$ cat config.mk
export PLATFORM = sky130hd
export DESIGN_NAME = hex_keypad_entry_flat
export DESIGN_NICKNAME = d
export VERILOG_FILES = /design/src/rtl/keypad_pkg.sv /design/src/rtl/hex_keypad_entry_if.sv /design/src/rtl/sync2.sv /design/src/rtl/hex_keypad_entry.sv /design/src/flat_wrapper.sv
export SDC_FILE = /design/constraint.sdc
export NUM_CORES = 1
export LEC_CHECK = 0
export BUFFER_PORTS_ARGS = -buffer_cell sky130_fd_sc_hd__buf_2
export CAP_MARGIN = 20
export CORE_MARGIN = 5
export CORE_UTILIZATION = 26
export DETAILED_ROUTE_END_ITERATION = 10
export PLACE_DENSITY = 0.44
export SYNTH_ARGS = -nofsm -noshare
export SYNTH_HDL_FRONTEND = slang
export SYNTH_SLANG_ARGS = --single-unit
$ cat constraint.sdc
create_clock -name clk -period 2.57 [get_ports clk]
set_clock_uncertainty 0.2 [all_clocks]
set_input_delay 0.514 -clock clk [delete_from_list [all_inputs] [get_ports clk]]
set_output_delay 0.514 -clock clk [all_outputs]
set_load 0.02 [all_outputs]
$ cat src/rtl/keypad_pkg.sv
// Shared types and helpers for the hex keypad entry block: FSM states,
// row reset pattern and the one-hot-low decoder used for row/column indices.
package keypad_pkg;

    typedef enum logic [1:0] {
        ST_SCAN     = 2'd0,
        ST_DEBOUNCE = 2'd1,
        ST_ACCEPT   = 2'd2,
        ST_RELEASE  = 2'd3
    } kp_state_e;

    localparam logic [3:0] ROW_RESET = 4'b1110;
    localparam logic [3:0] ALL_ONES  = 4'b1111;

    typedef struct packed {
        logic       valid;
        logic [1:0] idx;
    } low_idx_t;

    // True when the vector has exactly one zero bit.
    function automatic logic one_low_valid(input logic [3:0] vec);
        logic res;
        case (vec)
            4'b1110: res = 1'b1;
            4'b1101: res = 1'b1;
            4'b1011: res = 1'b1;
            4'b0111: res = 1'b1;
            default: res = 1'b0;
        endcase
        return res;
    endfunction

    // Index of the single low bit; valid is cleared for zero or several lows.
    function automatic low_idx_t low_index(input logic [3:0] vec);
        low_idx_t res;
        res.valid = one_low_valid(vec);
        case (vec)
            4'b1110: res.idx = 2'd0;
            4'b1101: res.idx = 2'd1;
            4'b1011: res.idx = 2'd2;
            4'b0111: res.idx = 2'd3;
            default: res.idx = 2'd0;
        endcase
        return res;
    endfunction

    // Advance the active-low row strobe to the next row (row 3 wraps to row 0).
    function automatic logic [3:0] rotate_row(input logic [3:0] row_in);
        return {row_in[2:0], row_in[3]};
    endfunction

endpackage

$ cat src/rtl/hex_keypad_entry_if.sv
// Bus bundle between the keypad entry block and its environment: scan tick,
// keypad columns and clear in; row drive, key event and entry value out.
interface hex_keypad_entry_if;
    logic        tc_scan;
    logic [3:0]  col;
    logic        clear;
    logic [3:0]  row;
    logic        key_valid;
    logic [3:0]  key_code;
    logic [31:0] value;
    logic        busy;

    modport master (
        output tc_scan, col, clear,
        input  row, key_valid, key_code, value, busy
    );

    modport slave (
        input  tc_scan, col, clear,
        output row, key_valid, key_code, value, busy
    );
endinterface

$ cat src/rtl/sync2.sv
// Two-flop synchronizer for asynchronous inputs; resets to a configurable
// idle pattern so released keypad columns read as all ones after reset.
module sync2 #(
    parameter int               WIDTH     = 4,
    parameter logic [WIDTH-1:0] RESET_VAL = {WIDTH{1'b1}}
) (
    input  logic             clk,
    input  logic             reset,
    input  logic [WIDTH-1:0] i_d,
    output logic [WIDTH-1:0] o_q
);
    logic [WIDTH-1:0] r_meta;
    logic [WIDTH-1:0] r_sync;

    // Two-stage capture of the asynchronous input into the clk domain.
    always_ff @(posedge clk) begin
        if (!reset) begin
            r_meta <= RESET_VAL;
            r_sync <= RESET_VAL;
        end else begin
            r_meta <= i_d;
            r_sync <= r_meta;
        end
    end

    assign o_q = r_sync;
endmodule

$ cat src/rtl/hex_keypad_entry.sv
// Hex keypad scanner: strobes one row at a time, debounces a single key,
// encodes it as 4*row+col and shifts each accepted digit into a 32-bit entry.
module hex_keypad_entry
    import keypad_pkg::*;
#(
    parameter int DEBOUNCE_TICKS = 4
) (
    input  logic              clk,
    input  logic              reset,
    hex_keypad_entry_if.slave bus
);
    localparam logic [3:0] DB_LIMIT = 4'(DEBOUNCE_TICKS);

    logic [3:0]  w_col_s;
    logic        w_col_any_low;
    logic        w_col_one_low;
    logic        w_cand_ok;
    logic [3:0]  w_cnt_inc;
    logic [3:0]  w_new_code;
    low_idx_t    w_row_info;
    low_idx_t    w_cand_info;

    kp_state_e   r_state;
    logic [3:0]  r_cnt;
    logic [3:0]  r_cand;
    logic [3:0]  r_row;
    logic        r_key_valid;
    logic [3:0]  r_key_code;
    logic [31:0] r_value;
    logic        r_busy;

    sync2 #(
        .WIDTH     (4),
        .RESET_VAL (4'b1111)
    ) u_col_sync (
        .clk   (clk),
        .reset (reset),
        .i_d   (bus.col),
        .o_q   (w_col_s)
    );

    assign w_row_info    = low_index(r_row);
    assign w_cand_info   = low_index(r_cand);
    assign w_col_any_low = (w_col_s != ALL_ONES);
    assign w_col_one_low = one_low_valid(w_col_s) && w_row_info.valid;
    assign w_cand_ok     = w_cand_info.valid && w_row_info.valid;
    assign w_new_code    = {w_row_info.idx, w_cand_info.idx};
    assign w_cnt_inc     = r_cnt + 4'd1;

    // Scan/debounce/accept/release FSM with all outputs held in registers.
    always_ff @(posedge clk) begin
        if (!reset) begin
            r_state     <= ST_SCAN;
            r_cnt       <= 4'd0;
            r_cand      <= ALL_ONES;
            r_row       <= ROW_RESET;
            r_key_valid <= 1'b0;
            r_key_code  <= 4'd0;
            r_value     <= 32'd0;
            r_busy      <= 1'b0;
        end else begin
            r_key_valid <= 1'b0;
            case (r_state)
                ST_SCAN: begin
                    if (bus.tc_scan) begin
                        if (!w_col_any_low) begin
                            r_row <= rotate_row(r_row);
                        end else begin
                            // Row stays put so the pressed key keeps driving its column.
                            r_cand <= w_col_s;
                            r_busy <= 1'b1;
                            if (DB_LIMIT == 4'd1) begin
                                r_cnt   <= 4'd0;
                                r_state <= w_col_one_low ? ST_ACCEPT : ST_RELEASE;
                            end else begin
                                r_cnt   <= 4'd1;
                                r_state <= ST_DEBOUNCE;
                            end
                        end
                    end
                end
                ST_DEBOUNCE: begin
                    if (bus.tc_scan) begin
                        if (w_col_s == r_cand) begin
                            if (w_cnt_inc == DB_LIMIT) begin
                                // Several lows means ghosting or multi-key: wait it out unaccepted.
                                r_cnt   <= 4'd0;
                                r_state <= w_cand_ok ? ST_ACCEPT : ST_RELEASE;
                            end else begin
                                r_cnt <= w_cnt_inc;
                            end
                        end else if (!w_col_any_low) begin
                            // Bounced open: resume scanning on the same row.
                            r_cnt   <= 4'd0;
                            r_state <= ST_SCAN;
                            r_busy  <= 1'b0;
                        end else begin
                            r_cand <= w_col_s;
                            if (DB_LIMIT == 4'd1) begin
                                r_cnt   <= 4'd0;
                                r_state <= w_col_one_low ? ST_ACCEPT : ST_RELEASE;
                            end else begin
                                r_cnt <= 4'd1;
                            end
                        end
                    end
                end
                ST_ACCEPT: begin
                    r_key_valid <= 1'b1;
                    r_key_code  <= w_new_code;
                    r_value     <= {r_value[27:0], w_new_code};
                    r_cnt       <= 4'd0;
                    r_state     <= ST_RELEASE;
                end
                ST_RELEASE: begin
                    if (bus.tc_scan) begin
                        if (!w_col_any_low) begin
                            if (w_cnt_inc == DB_LIMIT) begin
                                r_cnt   <= 4'd0;
                                r_row   <= rotate_row(r_row);
                                r_state <= ST_SCAN;
                                r_busy  <= 1'b0;
                            end else begin
                                r_cnt <= w_cnt_inc;
                            end
                        end else begin
                            r_cnt <= 4'd0;
                        end
                    end
                end
                default: begin
                    r_cnt   <= 4'd0;
                    r_state <= ST_SCAN;
                    r_busy  <= 1'b0;
                end
            endcase
            // Clear overrides any shift into the entry, including one in ACCEPT.
            if (bus.clear) begin
                r_value <= 32'd0;
            end
        end
    end

    assign bus.row       = r_row;
    assign bus.key_valid = r_key_valid;
    assign bus.key_code  = r_key_code;
    assign bus.value     = r_value;
    assign bus.busy      = r_busy;
endmodule

$ cat src/flat_wrapper.sv
// flat-port wrapper written by rule: the top's interface ports become plain ports
module hex_keypad_entry_flat import keypad_pkg::*;
#(
    parameter int DEBOUNCE_TICKS = 4
)
  (clk, reset, bus_tc_scan, bus_col, bus_clear, bus_row, bus_key_valid, bus_key_code, bus_value, bus_busy);
  hex_keypad_entry_if bus_i ();
  input  logic clk;
  input  logic reset;
  input wire logic [$bits(bus_i.tc_scan)-1:0] bus_tc_scan;
  input wire logic [$bits(bus_i.col)-1:0] bus_col;
  input wire logic [$bits(bus_i.clear)-1:0] bus_clear;
  output wire logic [$bits(bus_i.row)-1:0] bus_row;
  output wire logic [$bits(bus_i.key_valid)-1:0] bus_key_valid;
  output wire logic [$bits(bus_i.key_code)-1:0] bus_key_code;
  output wire logic [$bits(bus_i.value)-1:0] bus_value;
  output wire logic [$bits(bus_i.busy)-1:0] bus_busy;
  assign bus_i.tc_scan = bus_tc_scan;
  assign bus_i.col = bus_col;
  assign bus_i.clear = bus_clear;
  assign bus_row = bus_i.row;
  assign bus_key_valid = bus_i.key_valid;
  assign bus_key_code = bus_i.key_code;
  assign bus_value = bus_i.value;
  assign bus_busy = bus_i.busy;
  hex_keypad_entry #(.DEBOUNCE_TICKS(DEBOUNCE_TICKS)) u_core (.clk(clk), .reset(reset), .bus(bus_i));
endmodule
# --- Word level (Yosys, flattened, before mapping) ---
# Index checks and enable logic that the tools add are counted.
# Widths: inputs -> output; s select.
word_totals:
  ff_bits: 60
  elab_cells: 95
  output_inout_bits: 42
op_classes:
  n_mux: 45
  n_eq_ne: 25
  bitwise: 1
  n_reduce_logical: 13
  add_sub_neg: 1
ops:
  columns: ["operator", "n"]
  rows:
  - ["$mux 4", 16]
  - ["$eq 4x4->1 const B", 6]
  - ["$mux 2", 9]
  - ["$pmux 4 s2", 2]
  - ["$pmux 4 s4", 1]
  - ["$ne 2x2->1 const B", 7]
  - ["$mux 1", 13]
  - ["$eq 4x3->1 const B", 3]
  - ["$pmux 2 s3", 2]
  - ["$reduce_and 9->1", 1]
  - ["$pmux 2 s4", 1]
  - ["$reduce_and 4->1", 2]
  - ["$reduce_and 8->1", 1]
  - ["$reduce_or 4->1", 2]
  - ["$ne 3x3->1 const B", 2]
  - ["$reduce_and 6->1", 1]
  - ["$add 4x1->4 const B", 1]
  - ["$eq 2x2->1 const B", 2]
  - ["$eq 4x4->1", 1]
  - ["$ne 2x1->1 const B", 2]
  - ["$ne 4x4->1 const B", 1]
  - ["$reduce_bool 2->1", 2]
  - ["$pmux 1 s3", 1]
  - ["$reduce_bool 3->1", 1]
  - ["other kinds (5)", 5]

# --- Logic depth before layout (Yosys ltp) ---
# Gate-level depths: netlist of the first run.
logic_depth:
  ltp_word: 9
  mapped_depth: 6

# --- Cells and area by module ---
# A second synthesis of the first run with hierarchy kept.
unflattened:
  cells_unflattened: 293
  hier_area_um2: 2519.9
by_module_without_submodules:
  columns: ["mod", "instances", "area_per_inst_um2", "cells_per_inst"]
  rows:
  - ["hex_keypad_entry", 1, 2309.7, 277]
  - ["sync2", 1, 210.2, 16]

# --- Worst setup path after synthesis of the first run ---
# OpenSTA, ideal clock, no wires.
synth_timing:
  path_kind: "register -> register"
  from: "register u_core.r_cnt[0]"
  to: "register u_core.r_state[0]"
  arrival_ns: 1.624
  required_ns: 2.241
  stages_incl_launch_ff: 7
  setup_ns: 0.129
  period_less_slack_ns: 1.953
  setup_slack_ns: 0.617
  path_cell_list: "dfxtp_1 ha_1 or3b_2 o41ai_2 nand2_2 o311ai_1 nand3_1"
synth_via:
  elab_chain_len: 4
synth_rtl:
  columns: ["item", "line_no", "source"]
  rows:
  - ["start: declaration", "hex_keypad_entry.sv:24", "logic [3:0] r_cnt;"]
  - ["start signal: assignment", "hex_keypad_entry.sv:90", "r_cnt <= w_cnt_inc;"]
  - ["start signal: assignment", "hex_keypad_entry.sv:124", "r_cnt <= w_cnt_inc;"]
  - ["$add 4x1->4 *", "hex_keypad_entry.sv:48", "assign w_cnt_inc = r_cnt + 4'd1;"]
  - ["$eq 4x3->1 *", "hex_keypad_entry.sv:85, hex_keypad_entry.sv:118", null]
  - ["$ne 3x3->1 (no line) or $ne 2x1->1 (tied branches)", null, null]
  - ["$reduce_and 8->1 (no line) *", null, null]
  - ["end signal: assignment", "hex_keypad_entry.sv:74", "r_state <= w_col_one_low ? ST_ACCEPT : ST_RELEASE;"]
  - ["end signal: assignment", "hex_keypad_entry.sv:88", "r_state <= w_cand_ok ? ST_ACCEPT : ST_RELEASE;"]
  - ["end signal: assignment", "hex_keypad_entry.sv:101", "r_state <= w_col_one_low ? ST_ACCEPT : ST_RELEASE;"]
  - ["end: declaration", "hex_keypad_entry.sv:23", "kp_state_e r_state;"]
# Mark *: on every way between the ends. The rest lies on a longest branch, timed or not.
# A chain may end at the register's enable or synchronous reset.

# --- Worst setup path after layout of the first run ---
# Ends and elaborated chain as after synthesis.

==> results of run 1 <==
==> synthesized netlist by cell type (2+ instances only) <==
| library cell | instances | area share (%) |
|---|---|---|
| dfxtp_1 | 60 | 48 |
| nor2b_1 | 3 | 0.75 |
| mux2i_1 | 7 | 2.8 |
| nand4_1 | 6 | 1.5 |
| nand2_1 | 82 | 12 |
| nand3_1 | 7 | 1.4 |
| a21oi_1 | 37 | 7.4 |
| nand2b_1 | 10 | 2.5 |
| clkbuf_1 | 19 | 2.9 |
| xor2_1 | 8 | 2.8 |
| o311ai_1 | 2 | 0.70 |
| o21ai_0 | 8 | 1.6 |
| a21boi_0 | 6 | 1.8 |
| o2111ai_1 | 2 | 0.70 |
| nand4b_1 | 3 | 1.1 |
| inv_1 | 2 | 0.30 |
| and2_1 | 2 | 0.50 |
| a31oi_1 | 2 | 0.50 |
| nor2_1 | 7 | 1.1 |
| buf_2 | 2 | 0.40 |
| ha_1 | 2 | 1.0 |
==> critical path, cell delays in order, from the launching register on <==
cell,delay [ns]
dfxtp_1,0.42
ha_1,0.25
or3b_2,0.47
o41ai_2,0.08
nand2_2,0.17
o311ai_1,0.30
nand3_1,0.10
==> cells by family (layout without fill, tap and decap cells) <==
family                   count (synthesis)  count (layout)  synth area share, %
buffers and inverters                   26              73                 4.51
XOR/XNOR                                 9               9                 3.15
AND/OR/NAND/NOR                        129             129                 24.1
multiplexers                             7               7                 2.80
adder cells (fa/ha/maj)                  2               2                 1.00
AO/OA/AOI/OAI                           66              66                 16.4
flip-flops                              60              60                 48.1
==> path summary, 6_finish.rpt <==
kind / endpoint / cells after the start / from
max: u_core.r_state[0]$_SDFFE_PN0P_ / 6 / u_core.r_cnt[0]$_SDFFE_PN0P_
min: u_core.u_col_sync.r_meta[2]$_SDFF_PN1_ / 2 / bus_col[2]
max reg2reg: u_core.r_state[0]$_SDFFE_PN0P_ / 6 / u_core.r_cnt[0]$_SDFFE_PN0P_
min reg2reg: u_core.u_col_sync.o_q[1]$_SDFF_PN1_ / 1 / u_core.u_col_sync.r_meta[1]$_SDFF_PN1_
==> final cells by class <==
class,instances,share of cell area (%)
sequential,60,39.7
clock buffer,10,4.55
inverter,2,0.248
multi-input combinational,213,39.3
clock inverter,6,1.28
tap,129,5.34
timing repair buffer,55,9.60
==> layer usage <==
layer / global-route usage (%) / up-vias
li1: - / 1100
met1: 12.8 / 966
met2: 16.3 / 49
met3: 3.94 / 8
met4: 4.87 / 0
met5: 0 / -
==> flip-flops by register name, summed over array words and instances, names as in the netlist, named ones only <==
signal	count
u_core.bus.busy	1
u_core.u_col_sync.o_q	4
u_core.r_state	1
u_core.bus.key_valid	1
u_core.bus.row	4
u_core.r_cand	4
u_core.r_cnt	4
u_core.u_col_sync.r_meta	4
u_core.bus.key_code	4
u_core.bus.value	32
==> metrics by stage <==
| stage | utilization (%) | std cells | instance area, µm² | setup slack (ns) | total power, µW |
|---|---|---|---|---|---|
| finish | 32.6 | 475 | 3020 | 0.454 | 1890 |
| global route | 32.6 | 475 | 3020 | 0.269 | 2000 |
| CTS | 32.6 | 475 | 3020 | 0.452 | 1930 |
| detailed placement | 30.7 | 459 | 2850 | 0.451 | 1160 |
| global placement | 30.7 | 459 | 2850 | 0.525 | 1160 |
| floorplan | - | 299 | 2500 | 0.617 | 1120 |
==> power breakdown <==
group          internal [µW]  switching (µW)
sequential               949            23.2
combinational           67.7             100
clock                    373             376
total                   1390             500
==> results by group, run 1 <==
Route
  – TritonRoute pass-1 iters: 4
  – Routed WL: 5.82 mm
  – Detail Route Antenna Nets: 0
  – WL met3: 375 µm
  – Wirelength per Cell: 12.3 µm
  – Uppermost layer routed: met4
  – Met1 wire length: 2.73 mm
  – Drc violations: 0
  – DRT iter0 DRCs: 72
  – Met2 wire length: 2.62 mm
  – Vias per std cell: 4.47
  – Via Count: 2,123

GRT
  – Initial antenna violation count: 0
  – Global route overflow: 0
  – Largest net degree at the start of global routing: 37
  – All-Layer GR Usage: 10.5%
  – Number of global-route vias before repair: 1,949
  – First-pass GRT wire length: 9.57 mm

CTS
  – CTS tree: done
  – Bufs on Longest Clock Path: 2
  – TritonCTS Buffers: 9
  – CTS Sinks: 60
  – Worst skew pair latency: 0.33 ns
  – Post-CTS Resized: 0
  – Worst-path clk slew: 0.07 ns
  – Hold_buf cts: 0
  – Clk root buf: clkbuf_8
  – Max H-tree Level: 3
  – # Post-CTS Setup Buffers: 0

Timing
  – Period utilization: 82.3%
  – Setup violators final: 0
  – Unrepaired setup endpoints after global routing: false
  – Final hold vios: 0
  – Final min period: 2.12 ns
  – Worst relative slew slack: 63.4%
  – Least-Margin Pin Slew: 0.544 ns
  – Max-slew violation count: 0
  – Achievable Freq: 0.473 GHz
  – Final hold slack: 0.155 ns
  – Setup TNS: 0 ns

Placed design
  – Final GP Congestion: 0.758
  – DP HPWL: 3.94 mm
  – I/O Buffers: 49

Worst setup path
  – Startpoint Class: register
  – Type of destination of the critical path: register
  – Crit path kind: register to register
  – WP data required: 2.58 ns
  – Crit-path max FO: 7
  – Register-to-register setup slack: 0.45 ns
  – Crit path DAT: 2.13 ns

Status
  – Status: completed

Cells and area
  – Multi-input gate area: 0.00119 mm²
  – P&R area growth vs syn: 21.0%
  – Most frequent cells in the layout: nand2_1, dfxtp_1, buf_2, a21oi_1
  – Commonest non-fill, non-tap cell in the layout: nand2_1
  – Share of layout cells above drive strength 1: 23.1%
  – Register area: 0.00120 mm²
  – Final #Nets: 351
  – Number of inserted diodes: 0
  – # fillers: 1,039

Synthesis
  – Post-synth EDFFs: 0
  – Post-synthesis cell count: 299
  – Synthesized flop and latch total: 60
  – Synthesized net count: 309
  – Syn Area/Cell: 8.36 µm²
  – Synth Warn #: 0
  – Post-Syn Area: 0.00250 mm²
  – Yosys cell types: 43
  – Sequential element share of the synthesized area: 48.1%
  – Ys async rst share: 0%
  – Dominant synthesized flop cell: dfxtp_1

Hold path
  – Worst min-delay path class: primary input to register

Power
  – PD cells: 625 mW/mm²
  – Peak supply drop: 0.235 mV
  – Leak: 0.00118 µW

Floorplan
  – Row cnt: 35
  – Initial Util: 26.9%
  – Die X: 108 µm
  – Die area: 0.0117 mm²
  – Die Ht: 108 µm
  – Core area: 0.00928 mm²
  – I/O pin cnt: 50

Job
  – Number of max-cap violations: 0
No activity file was read; power rests on OpenSTA's default activity.
==> run 2: changes to the inputs <==
- clock period: 2.57 -> 2 ns (I/O delays scaled with it)
==> run 2 against run 1 <==
  * Wire length increased by 4.3%
  * First-iteration DRC count is 32% higher
  * Core utilization grew 1.9 points
  * Via count rose by 2.4%
  * Clock power up 47%
  * Fmax rose by 10%
  * Combinational power up 45%
  * Total power grew 37%
  * Non-clock buffer count up 11
  * Critical path type unchanged
==> results by group, run 2 (synthesized netlist as in run 1, its figures left out) <==
Status
  – Status: completed

Cells and area
  – Post-Layout Cell Count: 486
  – Number of inserted diodes: 0
  – Final #Nets: 362
  – Commonest non-fill, non-tap cell in the layout: nand2_1
  – Share of layout cells above drive strength 1: 26.9%
  – P&R area growth vs syn: 28.1%
  – # fillers: 1,022
  – Max reg flops: 32
  – Most frequent cells in the layout: nand2_1, dfxtp_1, buf_2, a21oi_1, buf_4

GRT
  – First-pass GRT wire length: 9.73 mm
  – All-Layer GR Usage: 10.6%
  – Global route overflow: 0
  – Number of global-route vias before repair: 1,986
  – Largest net degree at the start of global routing: 37
  – Initial antenna violation count: 0

CTS
  – CTS Sinks: 60
  – Max H-tree Level: 3
  – Worst skew pair latency: 0.33 ns
  – Clk root buf: clkbuf_8
  – Worst-path clk slew: 0.06 ns
  – CTS tree: done
  – TritonCTS Buffers: 9
  – Hold_buf cts: 0
  – Bufs on Longest Clock Path: 2

Power
  – PD cells: 811 mW/mm²
  – Power, Total: 2600 µW
  – Leak: 0.00125 µW
  – Switch share: 24.1%
  – Peak supply drop: 0.352 mV
  – Switching Power: 625 µW
  – Clock share of power: 42.4%
  – Logic pwr share: 9.4%
  – Seq pwr share: 48.2%
  – Internal Power: 1970 µW

Floorplan
  – Die area: 0.0117 mm²
  – Initial Util: 26.9%
  – Die X: 108 µm
  – Die Ht: 108 µm
  – I/O pin cnt: 50
  – Core area: 0.00928 mm²
  – Row cnt: 35

Worst setup path
  – Type of destination of the critical path: register
  – Crit path kind: register to register
  – Crit path DAT: 1.93 ns
  – WP data required: 2.01 ns
  – Worst R2R Path Depth: 6
  – Startpoint Class: register
  – Register-to-register setup slack: 0.08 ns
  – Reg2reg start: u_core.r_cnt[0]$_SDFFE_PN0P_
  – Crit-path max FO: 6

Placed design
  – Final GP Congestion: 0.783
  – Inst Count DP: 469
  – I/O Buffers: 49
  – DP HPWL: 4.09 mm
  – Dpl ws: 0.0112 ns

Timing
  – Least-Margin Pin Slew: 0.458 ns
  – Period utilization: 95.8%
  – Final hold slack: 0.0451 ns
  – Final min period: 1.92 ns
  – Max-slew violation count: 0
  – Achievable Freq: 0.522 GHz
  – Final hold vios: 0
  – Setup violators final: 0
  – Worst relative slew slack: 69.2%
  – Setup ws final: 0.0830 ns

Hold path
  – Hold path startpoint: bus_col[2]
  – WHS Endpoint: u_core.u_col_sync.r_meta[2]$_SDFF_PN1_
  – Min-Delay Path Depth: 2
  – Worst min-delay path class: primary input to register

Route
  – Routed WL: 6.07 mm
  – Detail Route Antenna Nets: 0
  – Vias per std cell: 4.47
  – Via Count: 2,173
  – TritonRoute pass-1 iters: 4
  – Drc violations: 0
  – Wirelength per Cell: 12.5 µm
  – DRT iter0 DRCs: 95

Job
  – Number of max-cap violations: 0
[run 2: per-stage QoR]
stage	setup TNS [ns]	util, %	instance area [µm²]
finish	0	34.5	3200
global route	-0.144	34.5	3200
CTS	0	34.0	3150
detailed placement	0	31.6	2940
global placement	0	31.6	2940
floorplan	0	-	2500
[run 2: cell type report]
type / count / area [µm²] / share of cell area, %
Inverter: 2 / 7.51 / 0.235
Multi-Input combinational cell: 213 / 1240 / 38.7
Tap cell: 129 / 161 / 5.04
Sequential cell: 60 / 1200 / 37.6
Clock buffer: 13 / 159 / 4.96
Timing Repair Buffer: 66 / 385 / 12.0
Clock inverter: 3 / 45.0 / 1.41
[run 2: worst max path at each step]
stage,start,endpoint,slack [ns]
final,u_core.r_cnt[0]$_SDFFE_PN0P_,register,0.08
after global routing,u_core.r_cnt[0]$_SDFFE_PN0P_,u_core.bus.busy$_SDFFE_PN0P_,-0.04
after CTS,u_core.r_cnt[0]$_SDFFE_PN0P_,u_core.bus.busy$_SDFFE_PN0P_,0.02
after detailed placement,u_core.r_cnt[0]$_SDFFE_PN0P_,u_core.r_state[0]$_SDFFE_PN0P_,0.01
after global placement,u_core.r_cnt[0]$_SDFFE_PN0P_,u_core.r_state[0]$_SDFFE_PN0P_,0.07
after floorplan,u_core.r_cnt[0]$_SDFFE_PN0P_,u_core.r_state[0]$_SDFFE_PN0P_,0.05
[run 2: worst max-delay path, stage by stage (launching register included)]
cell	delay, ns
dfxtp_2	0.34
buf_4	0.15
and3b_1	0.20
o41ai_4	0.37
nand2_2	0.17
o311ai_2	0.29
nand2_1	0.08
[run 2: power by group through the flow]
stage               registers [µW]  logic (µW)  clock network, µW
finish                        1250         243               1100
detailed placement            1280         236                  0
floorplan                     1270         166                  0
global placement              1280         238                  0
global route                  1260         270               1210
CTS                           1250         239               1150
[run 2: what timing repair did]
action,in CTS,in global routing
pin swaps,1,3
endpoints found under the setup margin,2,10
gates cloned,0,0
buffers inserted,1,0
hold endpoints to repair,0,0
gates resized for setup,1,10
[run 2: routing by layer]
metal | wire [µm] | global-route usage (%) | vias up
li1 | - | - | 1119
met1 | 2790 | 13.3 | 1004
met2 | 2820 | 16.1 | 45
met3 | 399 | 4.96 | 5
met4 | 63 | 3.25 | 0
met5 | 0 | 0 | -
==> run 3: changes to the inputs <==
- GPL_ROUTABILITY_DRIVEN: not set -> 1
- RECOVER_POWER: not set -> 50
- clock period: 2 -> 1.9 ns (I/O delays scaled with it)
==> run 3 against run 2 <==
  * Non-clock buffer count up 1
  * Final area shrank 1.4%
  * Via count rose by 0.14%
  * Critical path type unchanged
==> results by group, run 3 (synthesized netlist as in run 1, its figures left out) <==
GRT
  – All-Layer GR Usage: 10.7%
  – Largest net degree at the start of global routing: 37
  – First-pass GRT wire length: 9.92 mm
  – Number of global-route vias before repair: 2,029
  – Global route overflow: 0
  – Initial antenna violation count: 0

Timing
  – Setup ws final: 0.0120 ns
  – Achievable Freq: 0.530 GHz
  – Least-Margin Pin Slew: 0.648 ns
  – Final hold vios: 0
  – Max-slew violation count: 0
  – Worst relative slew slack: 56.8%
  – Period utilization: 99.4%
  – Setup violators final: 0
  – Final min period: 1.89 ns
  – Unrepaired setup endpoints after global routing: true

Hold path
  – WHS Endpoint: u_core.u_col_sync.r_meta[1]$_SDFF_PN1_
  – Min-Delay Path Depth: 2
  – Worst min-delay path class: primary input to register
  – Hold path startpoint: bus_col[1]

Placed design
  – Final GP Congestion: 0.805
  – I/O Buffers: 49
  – DP HPWL: 4.09 mm
  – Dpl ws: -0.0418 ns
  – Inst Count DP: 468

Cells and area
  – Final #Nets: 363
  – Most frequent cells in the layout: nand2_1, dfxtp_1, clkbuf_1, a21oi_1, buf_2
  – Share of layout cells above drive strength 1: 17.3%
  – Number of inserted diodes: 0
  – P&R area growth vs syn: 26.3%
  – Final core occ: 34.0%
  – Post-Layout Cell Count: 487
  – # fillers: 1,032
  – Commonest non-fill, non-tap cell in the layout: nand2_1
  – Max reg flops: 32

Route
  – Via Count: 2,176
  – Wirelength per Cell: 12.5 µm
  – TritonRoute pass-1 iters: 4
  – DRT iter0 DRCs: 120
  – Drc violations: 0
  – Routed WL: 6.07 mm
  – Vias per std cell: 4.47
  – Detail Route Antenna Nets: 0

Worst setup path
  – Crit path DAT: 1.91 ns
  – Crit-path max FO: 5
  – Worst R2R Path Depth: 6
  – Register-to-register setup slack: 0.01 ns
  – WP data required: 1.93 ns
  – Startpoint Class: register
  – Reg2reg start: u_core.r_cnt[1]$_SDFFE_PN0P_
  – Crit path kind: register to register
  – Type of destination of the critical path: register

Floorplan
  – Row cnt: 35
  – Die X: 108 µm
  – Initial Util: 26.9%
  – Die area: 0.0117 mm²
  – I/O pin cnt: 50
  – Core area: 0.00928 mm²
  – Die Ht: 108 µm

CTS
  – CTS Sinks: 60
  – TritonCTS Buffers: 9
  – Worst-path clk slew: 0.07 ns
  – Bufs on Longest Clock Path: 2
  – Max H-tree Level: 3
  – CTS tree: done
  – Clk root buf: clkbuf_8
  – Worst skew pair latency: 0.33 ns

Status
  – Status: completed

Power
  – PD cells: 853 mW/mm²
  – Power, Total: 2690 µW
  – Peak supply drop: 0.329 mV
  – Leak: 0.00109 µW

Job
  – Number of max-cap violations: 0
run 3: cell count changes in the layout (fill, tap and decap cells not counted), moves of 2 or more:
cell,delta
buf_2,-35
buf_4,-5
buf_6,+3
clkbuf_1,+35
clkbuf_8,-2
clkinv_2,+2
run 3: how the worst max path moves through the flow:
stage,cells after the start,endpoint,from,slack [ns]
floorplan,6,register,u_core.r_cnt[0]$_SDFFE_PN0P_,0.03
global placement,6,register,u_core.r_cnt[1]$_SDFFE_PN0P_,-0.01
detailed placement,6,register,u_core.r_cnt[1]$_SDFFE_PN0P_,-0.04
CTS,6,u_core.r_state[0]$_SDFFE_PN0P_,u_core.r_cnt[0]$_SDFFE_PN0P_,0.04
global route,6,u_core.r_state[0]$_SDFFE_PN0P_,u_core.r_cnt[1]$_SDFFE_PN0P_,-0.09
finish,6,register,u_core.r_cnt[1]$_SDFFE_PN0P_,0.01
run 3: repair_timing:
item / in CTS / in global routing
setup buffers: 2 / 0
hold endpoints to repair: 1 / 0
cloned: 0 / 0
endpoints found under the setup margin: 2 / 9
hold buffers: 1 / 0
resized for setup: 4 / 8
pin swaps: 2 / 5
run 3: critical path, cell delays in order (launching register included):
cell and delay (ns):
dfxtp_2 0.34, buf_6 0.12, and3b_2 0.22, o41ai_4 0.38, nand2_2 0.17, o311ai_2 0.28
nand2_1 0.07
run 3: where the power goes:
part	switching, µW	total [µW]	internal, µW
registers	28.3	1310	1290
clock network	515	1120	605
logic	151	258	107
total	694	2690	2000
run 3: layer usage:
| metal | up-vias | wire length [µm] | GRT usage (%) |
|---|---|---|---|
| li1 | 1125 | - | - |
| met1 | 1001 | 2820 | 13.6 |
| met2 | 45 | 2790 | 16.4 |
| met3 | 5 | 409 | 4.24 |
| met4 | 0 | 52 | 3.79 |
| met5 | - | 0 | 0 |
run 3: final cells by class:
class,instances,area [µm²],area share [%]
inverter,2,7.51,0.238
tap,129,161,5.11
timing repair buffer,67,344,10.9
sequential,60,1200,38.1
multi-input combinational,213,1250,39.6
clock inverter,6,63.8,2.02
clock buffer,10,128,4.04
run 3: per-stage QoR:
step / TNS (ns) / instance area (µm²) / hold slack (ns)
after floorplan: 0 / 2510 / 0.186
after global placement: -0.0140 / 2940 / 0.191
after detailed placement: -0.0835 / 2940 / 0.192
after CTS: 0 / 3190 / 0.000682
after global routing: -0.617 / 3160 / 0.0110
final: 0 / 3160 / 0.0241
